### config.mk
export PLATFORM = sky130hd
export DESIGN_NAME = mem_access_ctrl
export DESIGN_NICKNAME = d
export VERILOG_FILES = /design/src/rtl/mem_pkg.sv /design/src/rtl/mem_load_ext.sv /design/src/rtl/mem_access_ctrl.sv
export SDC_FILE = /design/constraint.sdc
export NUM_CORES = 1
export LEC_CHECK = 0
export ABC_AREA = 1
export CAP_MARGIN = 25
export CORE_MARGIN = 1
export CORE_UTILIZATION = 50
export DETAILED_ROUTE_END_ITERATION = 16
export PLACE_DENSITY = 0.86
export SETUP_SLACK_MARGIN = 0.05
export SYNTH_ARGS = -nofsm -noshare
export SYNTH_HDL_FRONTEND = slang
export SYNTH_SLANG_ARGS = --single-unit
### constraint.sdc
create_clock -name i_clk -period 4.6 [get_ports i_clk]
set_input_delay 0.92 -clock i_clk [delete_from_list [all_inputs] [get_ports i_clk]]
set_output_delay 0.92 -clock i_clk [all_outputs]
set_load 0.1 [all_outputs]
### src/rtl/mem_pkg.sv
// rtl/mem_pkg.sv - shared encodings and defaults for the data memory access path
package mem_pkg;

    typedef enum logic [1:0] {
        SIZE_BYTE    = 2'b00,
        SIZE_HALF    = 2'b01,
        SIZE_WORD    = 2'b10,
        SIZE_ILLEGAL = 2'b11
    } mem_size_e;

    typedef enum logic [1:0] {
        ST_IDLE   = 2'b00,
        ST_ACCESS = 2'b01,
        ST_MERGE  = 2'b10,
        ST_RESP   = 2'b11
    } mem_state_e;

    localparam int MEM_BYTES_DEFAULT = 129;

    // The whole 4-byte window must fit; done in 33 bits so addresses near 2^32 cannot wrap.
    function automatic logic out_of_range(input logic [31:0] addr, input int unsigned mem_bytes);
        return ({1'b0, addr} + 33'd4) > 33'(mem_bytes);
    endfunction

endpackage

### src/rtl/mem_load_ext.sv
// rtl/mem_load_ext.sv - sign/zero extension of raw little-endian load data
module mem_load_ext
    import mem_pkg::*;
(
    input  mem_size_e   i_size,
    input  logic        i_unsigned,
    input  logic [31:0] i_raw,
    output logic [31:0] o_data
);

    always_comb begin
        o_data = i_raw;
        case (i_size)
            SIZE_BYTE: o_data = {{24{~i_unsigned & i_raw[7]}}, i_raw[7:0]};
            SIZE_HALF: o_data = {{16{~i_unsigned & i_raw[15]}}, i_raw[15:0]};
            default:   o_data = i_raw;
        endcase
    end

endmodule

### src/rtl/mem_access_ctrl.sv
// rtl/mem_access_ctrl.sv - load/store sequencer with read-modify-write for sub-word stores
module mem_access_ctrl
    import mem_pkg::*;
#(
    parameter int P_MEM_BYTES = MEM_BYTES_DEFAULT
) (
    input  logic        i_clk,
    input  logic        i_rst,
    input  logic        i_clk_enable,
    input  logic        i_req_valid,
    input  logic        i_req_write,
    input  logic [1:0]  i_req_size,
    input  logic        i_req_unsigned,
    input  logic [31:0] i_req_addr,
    input  logic [31:0] i_req_wdata,
    output logic        o_req_ready,
    output logic        o_rsp_valid,
    output logic [31:0] o_rsp_rdata,
    output logic        o_rsp_fault,
    output logic        o_mem_write,
    output logic [31:0] o_mem_addr,
    output logic [31:0] o_mem_wdata,
    input  logic [31:0] i_mem_rdata
);

    mem_state_e  state_q, state_d;
    logic        wr_q, wr_d;
    mem_size_e   size_q, size_d;
    logic        uns_q, uns_d;
    logic [31:0] addr_q, addr_d;
    logic [31:0] wdata_q, wdata_d;
    logic [31:0] rdata_q, rdata_d;
    logic [31:8] win_q, win_d;
    logic        fault_q, fault_d;

    logic        accept;
    logic        req_fault;
    logic        sub_word;
    logic [31:0] ext_data;

    assign accept    = i_req_valid & (state_q == ST_IDLE) & i_clk_enable;
    assign req_fault = (i_req_size == SIZE_ILLEGAL) | out_of_range(i_req_addr, P_MEM_BYTES);
    assign sub_word  = (size_q != SIZE_WORD);

    mem_load_ext u_load_ext (
        .i_size     (size_q),
        .i_unsigned (uns_q),
        .i_raw      (i_mem_rdata),
        .o_data     (ext_data)
    );

    always_ff @(posedge i_clk) begin
        if (i_rst) begin
            state_q <= ST_IDLE;
            wr_q    <= 1'b0;
            size_q  <= SIZE_BYTE;
            uns_q   <= 1'b0;
            addr_q  <= '0;
            wdata_q <= '0;
            rdata_q <= '0;
            win_q   <= '0;
            fault_q <= 1'b0;
        end else begin
            state_q <= state_d;
            wr_q    <= wr_d;
            size_q  <= size_d;
            uns_q   <= uns_d;
            addr_q  <= addr_d;
            wdata_q <= wdata_d;
            rdata_q <= rdata_d;
            win_q   <= win_d;
            fault_q <= fault_d;
        end
    end

    always_comb begin
        state_d = state_q;
        if (i_clk_enable) begin
            case (state_q)
                ST_IDLE:   if (accept) state_d = req_fault ? ST_RESP : ST_ACCESS;
                ST_ACCESS: state_d = (wr_q && sub_word) ? ST_MERGE : ST_RESP;
                ST_MERGE:  state_d = ST_RESP;
                ST_RESP:   state_d = ST_IDLE;
                default:   state_d = ST_IDLE;
            endcase
        end
    end

    // Request fields are latched on accept; the read window is captured once in ACCESS.
    always_comb begin
        wr_d    = wr_q;
        size_d  = size_q;
        uns_d   = uns_q;
        addr_d  = addr_q;
        wdata_d = wdata_q;
        rdata_d = rdata_q;
        win_d   = win_q;
        fault_d = fault_q;
        if (accept) begin
            wr_d    = i_req_write;
            size_d  = mem_size_e'(i_req_size);
            uns_d   = i_req_unsigned;
            addr_d  = i_req_addr;
            wdata_d = i_req_wdata;
            rdata_d = '0;
            win_d   = '0;
            fault_d = req_fault;
        end else if (i_clk_enable && state_q == ST_ACCESS) begin
            if (!wr_q) begin
                rdata_d = ext_data;
            end else if (sub_word) begin
                win_d = i_mem_rdata[31:8];
            end
        end
    end

    always_comb begin
        o_req_ready = (state_q == ST_IDLE);
        o_rsp_valid = (state_q == ST_RESP);
        o_rsp_fault = (state_q == ST_RESP) & fault_q;
        o_rsp_rdata = (state_q == ST_RESP) ? rdata_q : '0;
        o_mem_write = 1'b0;
        o_mem_addr  = '0;
        o_mem_wdata = '0;
        case (state_q)
            ST_ACCESS: begin
                o_mem_addr = addr_q;
                if (wr_q && !sub_word) begin
                    o_mem_write = ~i_rst;
                    o_mem_wdata = wdata_q;
                end
            end
            ST_MERGE: begin
                o_mem_addr  = addr_q;
                o_mem_write = ~i_rst;
                o_mem_wdata = (size_q == SIZE_BYTE) ? {win_q[31:8], wdata_q[7:0]}
                                                    : {win_q[31:16], wdata_q[15:0]};
            end
            default: ;
        endcase
    end

endmodule
==> results.tsv, run 1 <==
stage	metric	value	unit
outcome	run status	finished, final reports clean	
floorplan	Initial Utilization	51.7	%
routing	via count normalized by instance count	5.15	
critical_path	startpoint-to-endpoint class of the critical path	reg2out	
clocking	Reg clk slew, reported paths	0.06	ns
routing	DRC marker count from the first detailed-route iteration	579	
critical_path	Largest stage delay, worst path	0.71	ns
floorplan	I/O Pins	204	
critical_path	Critical Path Start Type	register	
timing	slew at the pin closest to its max-slew limit	1.05	ns
global_route	initial antenna violation count	0	
yosys	sequential-to-total area share from yosys stat	40.4	%
timing	number of pins with negative max-slew slack in the final report	0	
finish	number of nets in the final layout	1259	
yosys	cell with the most instances after synthesis	nand2_1	
global_route	Overflow after GRT	0	
yosys	cell area after technology mapping	6290	um2
global_route	vias in the first global route	6473	
timing	count of final hold-check violations	0	
critical_path	sort of element at the end of the critical path	output port	
floorplan	Vert. Die Dim	114	um
floorplan	standard-cell rows	40	
finish	count of fill cells added during filler insertion	990	
power	worst vdd ir	0.246	mV
routing	via count of the routed design	6840	
clocking	buffer type at the clock tree root	clkbuf_16	
clocking	CTS-repair resized insts	0	
finish	ratio of cells with drive above 1 in the final layout	14.0	%
timing	number of endpoints failing setup at the final stage	0	
placement	area of placed instances	8190	um2
finish	area grow syn2layout	39.8	%
critical_path	buffers and inverters on the worst path	3	
routing	drt wl/cell	14.7	um
global_route	Total GRT Usage	30.6	%
routing	number of search-and-repair iterations in the first detailed-routing pass	6	
finish	final instance area	8800	um2
yosys	Async SR Flop Fraction	0	%
finish	final cell utilization of the core	72.4	%
floorplan	width of the die	114	um
clocking	post-cts hold buffer count	0	
placement	hpwl dp	14.1	mm
critical_path	crit path max-delay cell type	dfxtp_1	
power	Power, Total	3.02	mW
placement	RD Place Congestion	0.977	
critical_path	Top cell by count, worst path	nor2_1	
yosys	mean instance size in the synthesized netlist	6.55	um2
finish	ant diodes	0	
clocking	clock tree from TritonCTS	yes	
finish	register area	2540	um2
routing	total length of routed wires	19.5	mm
clocking	H-tree level count	4	
timing	total negative slack	0	ns
timing	relative slew slack	29.8	%
timing	least setup slack across all paths after layout	0.627	ns
timing	post-layout min period	3.97	ns
yosys	Post-synth EDFFs	0	
critical_path	Largest delay share family, worst path	simple AND/OR/NAND/NOR gates	
global_route	global-route wire length before repair	30.9	mm
placement	pre-CTS setup slack	1.11	ns
yosys	Yosys top cell area share	40.4	%
yosys	Synth top cells by count	nand2_1 (326), inv_1 (138), dfxtp_1 (127), a21oi_1 (79), o21ai_0 (71)	
floorplan	core box area	12200	um2
yosys	Syn Inst Count	961	
run	max cap viols	0	
critical_path	required time of the critical path	3.68	ns
yosys	ys flop type	dfxtp_1	
clocking	clock latency reported for the late side of the worst-skew pair	0.42	ns
global_route	largest net degree at the start of global routing	55	
floorplan	die outline area	13000	um2
timing	top achievable clock speed	252	MHz
power	areal power density over the cells	344	nW/um2
yosys	flip-flop and latch count after synthesis	127	
yosys	number of warnings issued by yosys	0	
routing	DRC	0	
power	Static Leakage	4.16	nW
clocking	Sink Count	127	
critical_path	critical-path cell list	inv_1, nor2_1, inv_1, nor3_4, nor2_1, nor2_2, a22oi_1, nor2_1, buf_4	
critical_path	Worst EP arrival	3.05	ns
timing	Setup Skew	0.00475	ns
yosys	largest area contributor in the netlist	dfxtp_1	
routing	post-route antenna net violation count	0	
clocking	number of buffers created by CTS	17	
hold_path	worst min-delay path category	reg2reg	
yosys	syn_nets	1070	
placement	number of buffers added on ports	203	
finish	area occupied by multi-input gates	3070	um2
critical_path	biggest fanout along the worst timing path	19	
yosys	count of different cell masters after synthesis	27	
yosys	main area contributors after synthesis	dfxtp_1 (40%), nand2_1 (19%), inv_1 (8.2%)	
timing	part of the cycle the worst path needs	86.4	%
clocking	clock buffer depth	2	
clocking	Post CTS Setup Buffer Count	0	
timing	unrepaired setup endpoints after global routing	false	
## cell type report
cell class / instances / area share (%)
Multi-Input combinational cell: 652 / 34.8
Sequential cell: 127 / 28.9
Timing Repair Buffer: 211 / 21.0
Inverter: 141 / 6.01
Clock buffer: 22 / 5.62
Tap cell: 168 / 2.39
Clock inverter: 8 / 1.21
## placed cells by master, fill, tap and decap left out, drive strengths merged
| cell type | Yosys | final |
|---|---|---|
| xor2 | 3 | 3 |
| nor2 | 78 | 78 |
| clkinv | 1 | 5 |
| clkinvlp | 0 | 2 |
| a31oi | 1 | 1 |
| a22oi | 8 | 8 |
| nand2 | 332 | 332 |
| a22o | 29 | 29 |
| bufinv | 0 | 2 |
| buf | 6 | 107 |
| inv | 140 | 140 |
| o21ai | 75 | 75 |
| clkbuf | 35 | 22 |
| dfxtp | 127 | 127 |
| nand3 | 25 | 25 |
| nand4 | 8 | 8 |
| a311oi | 1 | 1 |
| nor3 | 8 | 8 |
| a21oi | 79 | 79 |
| clkdlybuf4s50 | 0 | 104 |
| ha | 5 | 5 |
## stage by stage
step,cells,hold slack (ns)
2_1_floorplan,961,0.419
3_3_place_gp,1297,0.434
3_5_place_dp,1298,0.436
4_1_cts,1328,0.449
5_1_grt,1329,0.473
6_report,1329,0.450
## state kept, by name (all words and copies together), names as in the netlist
register	cells
addr_q	32
rdata_q	32
wdata_q	32
win_q	24
size_q	2
state_q	2
fault_q	1
uns_q	1
wr_q	1
## worst reg2reg max path: cells and delay by family, from the launching register on
kind            cells  cell delay (ns)
flops               1             0.39
fa+ha+maj           1             0.25
buf+inv             5             1.22
compound gates      2             0.48
simple gates        2             0.17
## final timing paths
| path | from | endpoint | slack (ns) | cells after the start |
|---|---|---|---|---|
| setup reg to reg | state_q[0] | rdata_q[16] | 2.00 | 10 |
| setup / recovery | size_q[1] | o_mem_wdata[10] | 0.63 | 9 |
| hold reg to reg | addr_q[14] | addr_q[14] | 0.45 | 2 |
| hold / removal | addr_q[14] | addr_q[14] | 0.45 | 2 |
## power by group
part	leakage, nW	switching (mW)	internal, mW
combinational	2.84	0.326	0.162
clock	0.290	0.485	0.864
sequential	1.03	0.0325	1.15
total	4.16	0.843	2.18
## cells by family (layout without fill, tap and decap cells)
family	count (synthesis)	after routing	share of synthesized area, %
xor gates and xnor gates	3	3	0.418
DFF	127	127	40.4
and+or+nand+nor	451	451	29.6
adders and majority gates	5	5	0.994
buffers and inverters	182	382	11.0
AOI/OAI and AO/OA	193	193	17.6
## layer usage
layer	vias up	routed length (um)	track usage, %
met5	-	0	0
met4	0	685	15.4
met3	56	1580	7.36
met2	320	9390	53.2
met1	3060	7840	34.9
li1	3404	-	-
No activity file was read; power rests on OpenSTA's default activity.
==> run 2: changes to the inputs <==
- CORE_MARGIN: 1 -> 1.5
- CORE_UTILIZATION: 50 -> 47
- PLACE_DENSITY: 0.86 -> 0.81
- REMOVE_ABC_BUFFERS: default -> 1
- clock period: 4.6 -> 3.8 ns (I/O delays scaled with it)
==> results.tsv, run 2 (same netlist as run 1, synthesis figures left out) <==
stage	metric	value	unit
outcome	run status	finished, final reports clean	
floorplan	Vert. Die Dim	119	um
global_route	vias in the first global route	6510	
finish	ratio of cells with drive above 1 in the final layout	14.2	%
power	worst vdd ir	0.322	mV
timing	number of pins with negative max-slew slack in the final report	0	
clocking	H-tree level count	4	
power	Power, Total	3.77	mW
routing	via count of the routed design	6872	
global_route	global-route wire length before repair	31.5	mm
finish	final cell utilization of the core	70.6	%
placement	number of buffers added on ports	203	
hold_path	worst min-delay path category	reg2reg	
clocking	CTS-repair resized insts	0	
finish	ant diodes	0	
clocking	clock buffer depth	2	
timing	Setup Skew	0.00476	ns
timing	unrepaired setup endpoints after global routing	false	
critical_path	Worst EP arrival	2.58	ns
timing	post-layout min period	3.34	ns
finish	most frequent cells in the layout	nand2_1 (326), inv_1 (138), dfxtp_1 (127)	
timing	hold_ws	0.456	ns
routing	total length of routed wires	19.5	mm
floorplan	width of the die	119	um
run	max cap viols	0	
clocking	post-cts hold buffer count	0	
clocking	buffer type at the clock tree root	clkbuf_16	
routing	post-route antenna net violation count	0	
placement	RD Place Congestion	0.892	
finish	final instance area	9280	um2
timing	slew at the pin closest to its max-slew limit	0.966	ns
placement	hpwl dp	13.6	mm
floorplan	Initial Utilization	47.9	%
timing	count of final hold-check violations	0	
clocking	Reg clk slew, reported paths	0.05	ns
floorplan	core box area	13100	um2
clocking	number of buffers created by CTS	17	
power	areal power density over the cells	407	nW/um2
floorplan	I/O Pins	204	
placement	area of placed instances	8650	um2
critical_path	Critical Path Start Type	register	
finish	area grow syn2layout	47.4	%
routing	number of search-and-repair iterations in the first detailed-routing pass	8	
global_route	Total GRT Usage	27.8	%
timing	part of the cycle the worst path needs	87.9	%
timing	total negative slack	0	ns
finish	count of fill cells added during filler insertion	1092	
power	internal power	2.75	mW
clocking	Sink Count	127	
floorplan	die outline area	14100	um2
power	relative contribution of sequential cells to total power	37.9	%
timing	number of endpoints failing setup at the final stage	0	
critical_path	required time of the critical path	3.04	ns
timing	top achievable clock speed	299	MHz
power	clock network fraction of total power	46.0	%
routing	drt wl/cell	14.5	um
clocking	Post CTS Setup Buffer Count	0	
critical_path	startpoint-to-endpoint class of the critical path	reg2out	
finish	commonest non-fill, non-tap cell in the layout	nand2_1	
finish	number of nets in the final layout	1263	
critical_path	biggest fanout along the worst timing path	9	
global_route	largest net degree at the start of global routing	49	
global_route	initial antenna violation count	0	
power	switching fraction of total power	27.2	%
floorplan	standard-cell rows	42	
routing	via count normalized by instance count	5.12	
routing	DRC	0	
power	share of power burned in combinational logic	16.0	%
clocking	clock latency reported for the late side of the worst-skew pair	0.42	ns
routing	DRC marker count from the first detailed-route iteration	473	
finish	Largest regs	addr_q: 32 flops, rdata_q: 32 flops, wdata_q: 32 flops	
timing	relative slew slack	35.6	%
clocking	clock tree from TritonCTS	yes	
power	Static Leakage	4.28	nW
critical_path	sort of element at the end of the critical path	output port	
power	Switch Pwr	1.03	mW
global_route	Overflow after GRT	0	
[run 2: changes by cell type in the layout (fill, tap and decap cells not counted), sizes merged]
cell	previous run	this run
bufinv	2	4
clkinv	5	2
inv	140	141
buf	107	112
clkdlybuf4s50	104	103
clkinvlp	2	3
[run 2: stage by stage]
stage	setup WS (ns)	instances
after detailed placement	0.796	1311
after floorplan	-0.153	920
after global routing	0.256	1342
after CTS	0.412	1342
after global placement	0.860	1311
final	0.459	1342
[run 2: layout make-up]
class	count	area, um2	share of cell area, %
tap	176	220	2.37
sequential	127	2540	27.4
inverter	141	529	5.70
clock inverter	9	156	1.69
clock buffer	22	474	5.11
timing repair buffer	215	2280	24.6
multi-input combinational	652	3070	33.1
[run 2: worst paths after layout]
path | start | to | slack [ns] | cells after the start
min reg2reg | addr_q[0] | addr_q[0] | 0.46 | 2
max reg2reg | state_q[0] | rdata_q[30] | 1.19 | 10
max | state_q[1] | o_mem_wdata[12] | 0.46 | 9
min | addr_q[0] | addr_q[0] | 0.46 | 2
[run 2: layer usage]
layer	vias to the layer above	GRT usage [%]	routed length [um]
li1	3400	-	-
met1	3139	34.2	8310
met2	287	47.3	9260
met3	46	6.42	1330
met4	0	10.3	561
met5	-	0	0
[run 2: critical path, cell delays in order (launching register included)]
cell	delay [ns]
dfxtp_1	0.33
inv_1	0.10
ha_1	0.18
inv_1	0.08
nor3_4	0.44
nor2_1	0.10
nor2_2	0.35
a22oi_1	0.13
nor2_1	0.22
buf_12	0.21
[run 2: power groups by stage]
stage | Combinational (mW) | Sequential [mW] | Clock [mW]
5_1_grt | 0.655 | 1.44 | 1.81
2_1_floorplan | 0.338 | 1.45 | 0
3_5_place_dp | 0.600 | 1.46 | 0
6_report | 0.604 | 1.43 | 1.74
3_3_place_gp | 0.595 | 1.46 | 0
4_1_cts | 0.605 | 1.43 | 1.75
==> run 3: changes to the inputs <==
- CORE_UTILIZATION: 47 -> 60
- DONT_BUFFER_PORTS: default -> 1
- PLACE_DENSITY: 0.81 -> 0.76
==> results.tsv, run 3 (same netlist as run 1, synthesis figures left out) <==
stage	metric	value	unit
floorplan	die outline area	11100	um2
timing	number of endpoints failing setup at the final stage	0	
critical_path	sort of element at the end of the critical path	output port	
timing	Setup Skew	0.00701	ns
clocking	CTS-repair resized insts	0	
finish	most frequent cells in the layout	nand2_1 (326), inv_1 (138), dfxtp_1 (127)	
critical_path	Critical Path Start Type	register	
clocking	clock latency reported for the late side of the worst-skew pair	0.53	ns
timing	post-layout min period	3.57	ns
finish	count of fill cells added during filler insertion	731	
clocking	number of buffers created by CTS	17	
clocking	buffer type at the clock tree root	clkbuf_8	
routing	via count normalized by instance count	5.60	
finish	area grow syn2layout	26.8	%
power	worst vdd ir	0.342	mV
finish	number of nets in the final layout	1125	
run	max cap viols	0	
critical_path	startpoint-to-endpoint class of the critical path	reg2out	
timing	top achievable clock speed	280	MHz
routing	post-route antenna net violation count	0	
hold_path	Worst Hold Depth	1	
critical_path	buffers and inverters on the worst path	5	
clocking	clock tree from TritonCTS	yes	
critical_path	biggest fanout along the worst timing path	19	
power	Static Leakage	3.66	nW
routing	DRC marker count from the first detailed-route iteration	457	
finish	commonest non-fill, non-tap cell in the layout	nand2_1	
timing	unrepaired setup endpoints after global routing	false	
routing	DRC	0	
global_route	Total GRT Usage	34.6	%
timing	relative slew slack	28.0	%
clocking	clock buffer depth	2	
critical_path	crit path max-delay cell type	dfxtp_1	
critical_path	Largest delay share family, worst path	buffers and inverters	
hold_path	worst min-delay path category	in2reg	
finish	Largest regs	addr_q: 32 flops, rdata_q: 32 flops, wdata_q: 32 flops	
floorplan	Initial Utilization	61.5	%
clocking	post-cts hold buffer count	0	
clocking	Post CTS Setup Buffer Count	0	
global_route	vias in the first global route	6416	
routing	total length of routed wires	19.1	mm
timing	count of final hold-check violations	0	
finish	ant diodes	0	
timing	slew at the pin closest to its max-slew limit	1.08	ns
critical_path	critical-path cell list	inv_1, nor2_1, inv_1, nor3_4, buf_4, o21ai_1, buf_4, nor2_2, buf_12	
placement	RD Place Congestion	0.932	
timing	least setup slack across all paths after layout	0.225	ns
clocking	Sink Count	127	
hold_path	worst hold path endpoint	state_q[0]	
floorplan	Vert. Die Dim	105	um
placement	number of buffers added on ports	0	
critical_path	destination of the worst register-to-register timing path	addr_q[20]	
critical_path	required time of the critical path	3.04	ns
clocking	Reg clk slew, reported paths	0.06	ns
clocking	H-tree level count	4	
critical_path	Worst EP arrival	2.81	ns
global_route	largest net degree at the start of global routing	82	
finish	final cell utilization of the core	78.0	%
critical_path	Largest stage delay, worst path	0.77	ns
critical_path	Worst Reg-to-Reg Cells	9	
routing	via count of the routed design	6527	
hold_path	hold path startpoint	i_rst	
routing	number of search-and-repair iterations in the first detailed-routing pass	7	
critical_path	worst flop-to-flop path startpoint	state_q[1]	
placement	pre-CTS setup slack	0.646	ns
global_route	initial antenna violation count	0	
global_route	Overflow after GRT	0	
floorplan	standard-cell rows	37	
power	areal power density over the cells	438	nW/um2
timing	part of the cycle the worst path needs	94.1	%
critical_path	setup slack on the worst flop-to-flop path	0.77	ns
floorplan	core box area	10200	um2
timing	number of pins with negative max-slew slack in the final report	0	
outcome	run status	finished, final reports clean	
placement	hpwl dp	13.2	mm
routing	drt wl/cell	16.4	um
global_route	global-route wire length before repair	30.7	mm
finish	ratio of cells with drive above 1 in the final layout	16.3	%
floorplan	width of the die	105	um
floorplan	I/O Pins	204	
run 3: power breakdown:
part	internal, mW	switching, mW
logic	0.109	0.373
clock network	0.968	0.612
registers	1.40	0.0395
run 3: worst register-to-register path, stage by stage, from the launching register on:
cell and delay (ns):
dfxtp_1 0.34, inv_1 0.11, ha_1 0.16, buf_4 0.32, inv_1 0.14, nor3_1 0.38, inv_1 0.16, nor2_4 0.50
inv_1 0.52, o21ai_0 0.33
run 3: worst max path at each step:
stage	slack, ns	to	startpoint	cells past startpoint
floorplan	-0.15	o_mem_wdata[16]	state_q[0]	4
global placement	0.76	o_mem_write	size_q[1]	8
detailed placement	0.65	o_mem_write	size_q[1]	8
CTS	0.09	o_mem_write	size_q[1]	8
global route	0.07	o_mem_wdata[4]	size_q[1]	9
finish	0.23	o_mem_wdata[4]	size_q[1]	9
run 3: per-layer routing:
layer	part of all wire [%]	wire length, um	track usage (%)
met1	38	7220	38.4
met2	51	9730	62.0
met3	9.0	1730	9.65
met4	2.5	478	14.2
met5	0	0	0
run 3: area by class of cell:
cell class	count	area [um2]	area share (%)
Clock buffer	19	442	5.53
Tap cell	136	170	2.13
Timing Repair Buffer	77	991	12.4
Clock inverter	13	138	1.72
Sequential cell	127	2540	31.8
Inverter	141	529	6.63
Multi-Input combinational cell	652	3170	39.7
run 3: per-stage QoR:
step                TNS, ns  hold slack, ns  cells  total power, mW  cell area [um2]
floorplan             -2.45           0.419    920             1.79             6130
global placement          0           0.431   1132             1.91             7400
detailed placement        0           0.436   1132             1.93             7400
CTS                       0           0.294   1164             3.49             7980
global route              0           0.281   1165             3.61             7980
finish                    0           0.301   1165             3.50             7980
==> RTL change (settings of run 2) <==
Encoding of `mem_state_e`: now Gray code (2 bits for 4 states).
--- a/src/rtl/mem_pkg.sv
+++ b/src/rtl/mem_pkg.sv
@@ -11,8 +11,8 @@
     typedef enum logic [1:0] {
         ST_IDLE   = 2'b00,
         ST_ACCESS = 2'b01,
-        ST_MERGE  = 2'b10,
-        ST_RESP   = 2'b11
+        ST_MERGE  = 2'b11,
+        ST_RESP   = 2'b10
     } mem_state_e;
 
     localparam int MEM_BYTES_DEFAULT = 129;
Check against the original RTL: same outputs for any inputs over 10 cycles, from zero or initial values and one cycle with i_rst high; not proved beyond that.
==> RTL change against run 2 <==
Design area rose by 2.8%. Area after synthesis fell by 2.6%. Clock skew rose by 0.0027 ns. Sequential cell count did not move. Wire length fell by 0.55%. Final cell count fell by 1.6%. Worst setup slack improved by 0.049 ns. Total power fell by 2.0%. Highest routed layer unchanged.
==> RTL change: results (changes against run 2) <==
stage,metric,value,unit,change
detailed_routing,Vias/cell,5.02,,-1.9%
layout,share of cells above drive strength 1,14.2,%,-0.026 points
synthesis,Post-Syn Instances,942,,-2.0%
synthesis,fraction of synthesized area in multiplexers,0,%,unchanged
critical_path,CP max FO,38,,+29
floorplanning,die area,13700,um2,-2.6%
global_routing,GRT Overall Usage,28.9,%,+1.1 points
cts,Worst-path clk slew,0.06,ns,
detailed_routing,DR pass1 iterations,5,,-3
power_and_ir_drop,maximum vdd drop,0.000307,V,-4.9%
global_routing,first-pass GRT wire length,30600,um,-3.1%
placement,DP HPWL,13800,um,+1.3%
critical_path,origin of the critical flop-to-flop path,state_q[0],,
critical_path,Worst EP arrival,2.53,ns,-0.05 ns
critical_path,CP max stage cell,o21ai_0,,
timing,Hold WS,0.457,ns,+0.00159 ns
cts,CTS resizes,0,,unchanged
synthesis,Synth top area share,41.5,%,+1.1 points
hold_path,WHS Path Cells,2,,unchanged
synthesis,Synth Area in XOR/XNOR,0.429,%,+0.011 points
power_and_ir_drop,sw frac,25.1,%,-2.1 points
critical_path,CP top delay family,buffers and inverters,,
timing,clock skew,0.00744,ns,+0.00268 ns
placement,I/O Buffers,203,,unchanged
detailed_routing,drt total wl,19400,um,-0.55%
cts,Clock Latency Late Sink,0.42,ns,about the same
synthesis,compound-gate portion of the synthesized area,17.3,%,-0.26 points
layout,fin cells,1320,,-1.6%
cts,CTS buffer count,17,,unchanged
critical_path,Reg2Reg Setup Slack,1.32,ns,+0.13 ns
critical_path,max incr delay on CP,0.47,ns,+0.03 ns
synthesis,"Distinct cells, synth",30,,+11%
synthesis,Synth top cells by count,"nand2_1, inv_1, nor2_1",,
detailed_routing,Initial DRC Count,401,,-15%
global_routing,initial antenna violation count,1,,+1
hold_path,Hold Path End,addr_q[20],,
synthesis,Async SR Flop Fraction,0,%,unchanged
critical_path,R2R Path End,rdata_q[30],,
layout,filler cell count,940,,-14%
placement,Area after DPL,8890,um2,+2.8%
status,outcome,"complete, no violations",,
synthesis,"top cells by area, synth","dfxtp_1, nand2_1, o21ai_0, inv_1, nor2_1",,
cts,clock buffer depth,2,,unchanged
synthesis,sequential area share after synthesis,41.5,%,+1.1 points
global_routing,number of global-route vias before repair,6262,,-3.8%
timing,"Hold Violations, Final",0,,unchanged
timing,pin slew with the least headroom to its limit,1.05,ns,+0.0814 ns
cts,root buf cell,clkbuf_16,,
synthesis,Post-Synth Adder-Cell Area,0.204,%,-0.79 points
layout,nets,1240,,-1.8%
power_and_ir_drop,Leak,0.00405,uW,-5.4%
critical_path,R2R depth,8,,-2
hold_path,Hold Path Class,flip-flop to flip-flop,,
hold_path,Hold Path Origin,addr_q[20],,
cts,Post-CTS Setup Bufs,0,,unchanged
global_routing,pin count of the biggest net entering global routing,65,,+33%
placement,Placer Congestion,0.935,,+4.9%
synthesis,"Top FF cell, synth",dfxtp_1,,
layout,Top Registers,"addr_q: 32 flops, rdata_q: 32 flops, wdata_q: 32 flops",,
RTL change: cell count changes in the layout (fill, tap and decap cells not counted), sizes merged, moves of 8 or more:
cell	before	now
a22oi	8	0
a21oi	79	24
nor2	78	144
a22o	29	4
a211oi	0	8
a221oi	0	16
nand3	25	33
nand2	332	236
inv	141	156
o21ai	75	132
RTL change: worst max-delay path by stage:
stage / startpoint / cells after the start / end
CTS: state_q[0] / 8 / o_mem_wdata[20]
floorplan: state_q[0] / 6 / rdata_q[16]
global route: state_q[0] / 8 / o_mem_wdata[30]
finish: state_q[0] / 8 / o_mem_wdata[30]
detailed placement: i_req_addr[3] / 15 / fault_q
global placement: i_req_addr[3] / 15 / fault_q
RTL change: kinds of logic after synthesis:
family                   count (synthesis)
AND/OR/NAND/NOR                        424
buffers and inverters                  198
adder cells (fa/ha/maj)                  1
XOR/XNOR                                 3
AO/OA/AOI/OAI                          189
flip-flops                             127
RTL change: stage by stage:
step	worst slack [ns]	power (uW)	TNS (ns)
3_5_place_dp	0.821	1930	0
6_report	0.508	3700	0
5_1_grt	0.230	3820	0
3_3_place_gp	0.924	1930	0
4_1_cts	0.463	3700	0
2_1_floorplan	-1.38	1700	-139.98
RTL change: tightest hold or removal path, cell delays in order (launching register included):
cell and delay, ns:
dfxtp_1 0.32, nand2_1 0.05, o21ai_0 0.05
RTL change: final cells by class:
class | instances | area [um2] | share of cell area [%]
repair buffers | 215 | 2700 | 28.3
flip-flops and latches | 127 | 2540 | 26.7
multi-input cells | 617 | 2840 | 29.8
clock buffers | 20 | 457 | 4.79
well taps | 172 | 215 | 2.26
diodes | 1 | 2.50 | 0.0262
inverters | 157 | 589 | 6.18
clock inverters | 11 | 186 | 1.96
RTL change: power by group through the flow:
stage	sequential, uW	combinational [uW]	clock (uW)
2_1_floorplan	1440	259	0
3_3_place_gp	1430	493	0
3_5_place_dp	1440	498	0
4_1_cts	1410	504	1790
5_1_grt	1410	547	1860
6_report	1410	504	1780
RTL change: metal layers:
layer,track usage [%],vias up,routed length [um]
met5,0,-,0
met4,10.2,0,380
met3,7.72,27,1540
met2,49.7,258,9400
met1,34.9,3010,8040
li1,-,3333,-
